===== config.mk =====
export PLATFORM = sky130hd
export DESIGN_NAME = alu_seq
export DESIGN_NICKNAME = d
export VERILOG_FILES = /design/src/rtl/alu_seq.sv
export SDC_FILE = /design/constraint.sdc
export NUM_CORES = 1
export LEC_CHECK = 0
export CAP_MARGIN = 20
export CORE_ASPECT_RATIO = 1.1
export CORE_MARGIN = 2
export CORE_UTILIZATION = 35
export DETAILED_ROUTE_END_ITERATION = 10
export HOLD_SLACK_MARGIN = 0.15
export SYNTH_ARGS = -nofsm -noshare
export SYNTH_HDL_FRONTEND = slang
export SYNTH_SLANG_ARGS = --single-unit

===== constraint.sdc =====
create_clock -name clk -period 4.83 [get_ports clk]
set_input_delay 0.966 -clock clk [delete_from_list [all_inputs] [get_ports clk]]
set_output_delay 0.966 -clock clk [all_outputs]
set_load 0.02 [all_outputs]

===== src/rtl/alu_seq.sv =====
// Sequential ALU with a ready/valid handshake. Define ALU_SEQ_MULDIV_EN to build the
// iterative multiply/divide datapath (shift-add multiply, restoring divide).
module alu_seq #(
    parameter int WIDTH = 32
) (
    input  logic             clk,
    input  logic             rst,
    input  logic             in_valid,
    input  logic [WIDTH-1:0] a,
    input  logic [WIDTH-1:0] b,
    input  logic [3:0]       op,
    input  logic             out_ready,
    output logic             in_ready_o,
    output logic             out_valid_o,
    output logic [WIDTH-1:0] res_o,
    output logic             div_zero_o
);

    localparam int SW = $clog2(WIDTH);

`ifdef ALU_SEQ_MULDIV_EN
    typedef enum logic [1:0] {IDLE, CALC, DONE} state_t;
`else
    typedef enum logic [1:0] {IDLE, DONE} state_t;
`endif

    state_t           state;
    logic [WIDTH-1:0] res_q;
    logic             dz_q;
    logic [WIDTH-1:0] quick_res;
    logic             quick_dz;
    logic [SW-1:0]    sh;

`ifdef ALU_SEQ_MULDIV_EN
    localparam logic [SW:0] CNT_LAST = (SW+1)'(WIDTH);

    logic               use_calc;
    logic [SW:0]        cnt;
    logic [2*WIDTH-1:0] acc;
    logic [2*WIDTH-1:0] acc_next;
    logic [WIDTH-1:0]   opnd;
    logic               mul_q;
    logic               hi_q;
    logic [WIDTH:0]     mul_sum;
    logic [WIDTH:0]     div_shift;
    logic [WIDTH:0]     div_diff;
    logic               div_ge;
    logic [WIDTH-1:0]   fin_res;
`endif

    assign sh = b[SW-1:0];

    always_comb begin
        quick_res = '0;
        quick_dz  = 1'b0;
`ifdef ALU_SEQ_MULDIV_EN
        use_calc  = 1'b0;
`endif
        case (op)
            4'b0000: quick_res = a + b;
            4'b0001: quick_res = a - b;
            4'b0010: quick_res = a & b;
            4'b0011: quick_res = a | b;
            4'b0100: quick_res = a ^ b;
            4'b0101: quick_res = a << sh;
            4'b0110: quick_res = a >> sh;
            4'b0111: quick_res = WIDTH'($signed(a) >>> sh);
            4'b1000: quick_res = {{(WIDTH-1){1'b0}}, ($signed(a) < $signed(b))};
            4'b1001: quick_res = {{(WIDTH-1){1'b0}}, (a < b)};
`ifdef ALU_SEQ_MULDIV_EN
            4'b1010, 4'b1011: use_calc = 1'b1;
            // A zero divisor is resolved immediately instead of iterating.
            4'b1100: begin
                if (b == '0) begin
                    quick_res = '1;
                    quick_dz  = 1'b1;
                end else begin
                    use_calc = 1'b1;
                end
            end
            4'b1101: begin
                if (b == '0) begin
                    quick_res = a;
                    quick_dz  = 1'b1;
                end else begin
                    use_calc = 1'b1;
                end
            end
`endif
            default: quick_res = '0;
        endcase
    end

`ifdef ALU_SEQ_MULDIV_EN
    // acc holds {high product, multiplier} for multiply and {remainder, quotient} for divide.
    always_comb begin
        mul_sum   = {1'b0, acc[2*WIDTH-1:WIDTH]} + (acc[0] ? {1'b0, opnd} : '0);
        div_shift = {acc[2*WIDTH-1:WIDTH], acc[WIDTH-1]};
        div_diff  = div_shift - {1'b0, opnd};
        div_ge    = ~div_diff[WIDTH];
        if (mul_q) begin
            acc_next = {mul_sum, acc[WIDTH-1:1]};
        end else begin
            acc_next = {(div_ge ? div_diff[WIDTH-1:0] : div_shift[WIDTH-1:0]),
                        acc[WIDTH-2:0], div_ge};
        end
        fin_res = hi_q ? acc[2*WIDTH-1:WIDTH] : acc[WIDTH-1:0];
    end
`endif

    always_ff @(posedge clk) begin
        if (rst) begin
            state <= IDLE;
            res_q <= '0;
            dz_q  <= 1'b0;
`ifdef ALU_SEQ_MULDIV_EN
            cnt   <= '0;
            acc   <= '0;
            opnd  <= '0;
            mul_q <= 1'b0;
            hi_q  <= 1'b0;
`endif
        end else begin
            case (state)
                IDLE: begin
                    if (in_valid) begin
`ifdef ALU_SEQ_MULDIV_EN
                        if (use_calc) begin
                            mul_q <= ~op[2];
                            hi_q  <= op[0];
                            acc   <= {{WIDTH{1'b0}}, (op[2] ? a : b)};
                            opnd  <= op[2] ? b : a;
                            cnt   <= '0;
                            state <= CALC;
                        end else begin
                            res_q <= quick_res;
                            dz_q  <= quick_dz;
                            state <= DONE;
                        end
`else
                        res_q <= quick_res;
                        dz_q  <= quick_dz;
                        state <= DONE;
`endif
                    end
                end
`ifdef ALU_SEQ_MULDIV_EN
                // WIDTH iterations, then one edge to publish the result.
                CALC: begin
                    if (cnt == CNT_LAST) begin
                        res_q <= fin_res;
                        dz_q  <= 1'b0;
                        state <= DONE;
                    end else begin
                        acc <= acc_next;
                        cnt <= cnt + 1'b1;
                    end
                end
`endif
                DONE: begin
                    if (out_ready) begin
                        state <= IDLE;
                    end
                end
                default: state <= IDLE;
            endcase
        end
    end

    assign in_ready_o  = (state == IDLE);
    assign out_valid_o = (state == DONE);
    assign res_o       = res_q;
    assign div_zero_o  = dz_q;

endmodule


# Word level (Yosys, flattened, before mapping)
# Index checks and enable logic that the tools add are counted.
# op_classes
addsub	2
n_lt_le_gt_ge	2
n_eq_ne	12
shift	3
muxes	4
bitwise	3
reduce_logical	4
# ops
op	n
$pmux W32 S10	1
$lt A32 B32 Y1	2
$add A32 B32 Y32	1
$and A32 B32 Y32	1
$or A32 B32 Y32	1
$shl A32 B5 Y32	1
$shr A32 B5 Y32	1
$sshr A32 B5 Y32	1
$sub A32 B32 Y32	1
$xor A32 B32 Y32	1
$eq A4 B3 Y1 const B	4
$eq A4 B2 Y1 const B	2
$eq A4 B4 Y1 const B	2
$eq A4 B1 Y1 const B	1
$logic_not A4 Y1	1
$mux W2	2
$ne A2 B2 Y1 const B	2
$pmux W2 S2	1
$reduce_and A2 Y1	2
$eq A2 B1 Y1 const B	1
$logic_not A2 Y1	1
# totals
reg_bits	34
input_bits	72
word_cells	32

# Logic depth before layout (Yosys ltp)
# logic_depth
depth_word	3
mapped_depth	14

# Worst setup path after synthesis
# OpenSTA, ideal clock, no wires.
# synth_path
path_kind	input to register
from	input port b[2]
to	register res_q[29], in the netlist res_o[29]
arrival_time_ns	4.235
t_required_ns	4.756
setup_slack_ns	0.520
path_stages	14
path_cell_list	inv_1 -> buf_2 -> buf_2 -> buf_1 -> ha_1 -> nand3_1 -> o221ai_2 -> a221oi_2 -> o31a_2 -> o21bai_1 -> a31o_1 -> a211o_1 -> or3b_1 -> a31oi_1
# synth_via
elab_chain_len	2
word_cells_on_any_way	6
classes_between	2 x add/sub; 3 x shift; 1 x mux
# synth_lines
element	line_no	text
start: declaration	10	input logic [WIDTH-1:0] b,
$sub A32 B32 Y32, or another cell as far along	61	4'b0001: quick_res = a - b;
$pmux W32 S10 (*)	59	case (op)
end signal: assignment	141	res_q <= quick_res;
end: declaration	28	logic [WIDTH-1:0] res_q;
# Mark *: on every way between the ends. The rest lies on a longest branch, timed or not.
# A chain may end at the register's enable or synchronous reset.

# Worst setup path in the final report
# layout_path
from	input port a[0]
to	register res_q[24], in the netlist res_o[24]
# layout_via
elab_chain_len	2
word_cells_on_any_way	6
classes_between	2 x add/sub; 3 x shift; 1 x mux
# layout_lines
element	line_no	text
start: declaration	9	input logic [WIDTH-1:0] a,
$sub A32 B32 Y32, or another cell as far along	61	
$pmux W32 S10 (*)	59	
# Marked as above.

==> flow_summary.json <==
{
  "grt_overflow": 0,
  "start_util": 0.358,
  "dieWidth_um": 163,
  "io_buffers": 105,
  "clkTransAtPathRegs_ns": 0.06,
  "drtPass1Iterations": 6,
  "placed_cells": 1768,
  "area_growth_pct": 18.8,
  "fin_setup_tns_ns": 0,
  "yosys_register_bits": 33,
  "root_buffer": "clkbuf_16",
  "critPathKind": "input pin to flop",
  "drv_slew": 0,
  "power.density_mw_per_mm2": 165,
  "drc": 0,
  "cts-buffers-inserted": 5,
  "grt_use_total": 0.347,
  "synth_nets": 1503,
  "min_period_ns": 4.31,
  "coreArea_sq_mm": 0.0271,
  "postSynthAreaPerCell_sq_um": 7.30,
  "antenna_left": 0,
  "final_nets": 1590,
  "dr.max_layer_used": "met4",
  "path_max_fanout": 5,
  "yosysWarningCount": 0,
  "worst_pin_slew_ns": 0.994,
  "leakage_nw": 4.59,
  "grt_max_degree": 73,
  "synth-edff-count": 0,
  "drive_gt1_frac": 0.130,
  "wl_met2_um": 23100,
  "drt_iter0_markers": 1482,
  "wl_met3_um": 4480,
  "cp_data_required_time_ns": 5.08,
  "clock_latency_ns": 0.31,
  "htreeDepth": 2,
  "place_congestion": 1.05,
  "fmax_mhz": 232,
  "chipHeight_um": 179,
  "post_layout_nonfiller_instances": 1778,
  "totalWireLength_um": 50700,
  "cts_hold_buf": 0,
  "synth-seq-area-share": 0.0680,
  "rsz0062_at_grt": "no",
  "fin_crit_sh": 0.892,
  "cts_tree": "built",
  "rows": 63,
  "drv_cap": 0,
  "vias": 11933,
  "cts_setup_buffers": 0,
  "setup_viol_count_final": 0,
  "hold_path_class": "flop to flop",
  "cp-start-kind": "input pin",
  "m1WireLength_um": 20200,
  "synthFlopType": "dfxtp_1",
  "yosysUniqueCellTypes": 93,
  "grt_pass1_wl_um": 74900,
  "wl_per_cell_um": 28.5,
  "num-fill-cells": 2881,
  "r2r_cells": 9,
  "cts.repair.resized": 0,
  "cts.path.max_buffers": 2,
  "status": "completed",
  "ir_drop_mv": 0.131,
  "via_per_inst": 6.71,
  "syn_area_sq_mm": 0.00971,
  "dp_hpwl_um": 39500,
  "whs_path_depth": 2,
  "hold_violations": 0,
  "syn_inst": 1331,
  "grt_pass1_vias": 11188,
  "slew_headroom": 0.335,
  "worst_clock_skew_ns": 0.0125,
  "die-area_sq_mm": 0.0291,
  "io_pins": 107,
  "ys_async_sr_fraction": 0,
  "crit_path_end_kind": "flop",
  "antenna_found_initial": 2,
  "crit_arrival_ns": 4.56,
  "cts_sinks": 33
}
==> Yosys cell counts, drive strengths merged (7+ instances only) <==
cell     number  share of area
nor2        152          0.060
a21oi       121          0.063
nand2       113          0.044
inv         102          0.039
o21ai        99          0.051
ha           98           0.13
clkbuf       64          0.025
mux4         57           0.13
buf          39          0.022
dfxtp        33          0.068
nand3        30          0.015
nor3         30          0.016
mux2i        28          0.029
a211oi       24          0.019
a221oi       23          0.021
o211ai       20          0.016
o221ai       17          0.016
o31ai        17          0.016
a21o         15          0.012
a31oi        13         0.0084
a221o        12          0.012
nor4         12         0.0093
nand2b       11         0.0071
nand4        11         0.0071
nor2b        11         0.0071
o21bai       11         0.0085
a211o        10         0.0090
o2111ai      10         0.0090
or3          10         0.0064
a22o          9         0.0081
a22oi         9         0.0070
o21a          9         0.0070
a2111oi       8          0.011
o31a          8         0.0073
o22ai         7         0.0045
xnor2         7         0.0063
==> worst max-delay path, cell delays in order <==
cell and delay [ns]:
clkdlybuf4s50_1 0.57, inv_1 0.10, ha_1 0.25, fa_1 0.42
o21bai_1 0.18, a21oi_1 0.14, o31ai_1 0.32, nand3_1 0.22
a2111oi_1 0.43, or2_1 0.25, nand2_1 0.09, a2111oi_0 0.42
o31a_1 0.18
==> area by class of cell <==
type | count | area (sq um) | share of cell area
multi-input combinational | 1091 | 8240 | 0.714
clock buffer | 5 | 125 | 0.0108
sequential | 33 | 661 | 0.0572
tap | 357 | 447 | 0.0387
clock inverter | 3 | 17.5 | 0.00152
timing repair buffer | 183 | 1660 | 0.144
inverter | 104 | 390 | 0.0338
antenna | 2 | 5.00 | 0.000434
==> per-stage QoR <==
stage / hold WS, ns / instance area [sq um] / power, mW / utilization / worst slack (ns)
4_1_cts: 0.463 / 11500 / 1.87 / 0.425 / 0.557
5_1_grt: 0.473 / 11500 / 1.99 / 0.425 / 0.282
3_3_place_gp: 0.439 / 11400 / 1.52 / 0.420 / 0.397
2_1_floorplan: 0.535 / 9710 / 1.04 / - / 0.520
3_5_place_dp: 0.448 / 11400 / 1.52 / 0.420 / 0.282
6_report: 0.462 / 11500 / 1.90 / 0.426 / 0.521
==> routing by layer <==
layer,global-route usage,vias up
li1,-,5191
met3,0.0544,154
met5,0,-
met2,0.555,750
met1,0.455,5838
met4,0.172,0
==> final timing paths <==
check | startpoint | endpoint | slack (ns)
setup reg to reg | state[0] | res_o[28] | 2.49
setup / recovery | a[0] | res_o[24] | 0.52
hold reg to reg | res_o[1] | res_o[1] | 0.46
hold / removal | res_o[1] | res_o[1] | 0.46
==> power by group <==
part / internal [mW] / leakage [nW] / switching [mW]
Sequential: 0.286 / 0.268 / 0.0101
Combinational: 0.474 / 4.26 / 0.783
Clock: 0.190 / 0.0696 / 0.160
==> layout by cell type (no fill, tap or decap), types with 7 or more instances in the layout <==
master           instances
nor2b_1                 11
o211ai_1                19
o21ai_0                 96
a221o_1                 12
a31oi_1                 13
nand2_1                113
o2111ai_1               10
nand4_1                 11
o31ai_1                 14
o21bai_1                11
a221oi_1                22
mux2i_1                 28
clkdlybuf4s50_1        101
o31a_1                   7
nand2b_1                11
a21o_1                  15
o21a_1                   9
or3_1                   10
mux4_2                  57
nor3_1                  25
a22oi_1                  9
buf_4                   76
o221ai_1                16
nor4_1                  10
inv_1                  100
a211oi_1                24
nor2_1                 151
o22ai_1                  7
ha_1                    98
nand3_1                 30
xnor2_1                  7
a211o_1                 10
a21oi_1                120
dfxtp_1                 33
a22o_1                   9
==> flip-flops by register name, summed over array words and instances (netlist names) <==
name,flops
res_o,32
state,1
==> logic make-up after synthesis <==
group | share of synthesized area
compound gates | 0.347
xor+xnor | 0.00811
fa+ha+maj | 0.130
buf+inv | 0.0867
flops | 0.0680
mux | 0.167
other cells | 0.000386
simple gates | 0.193
Note: power is estimated with default switching activity, not from simulation.
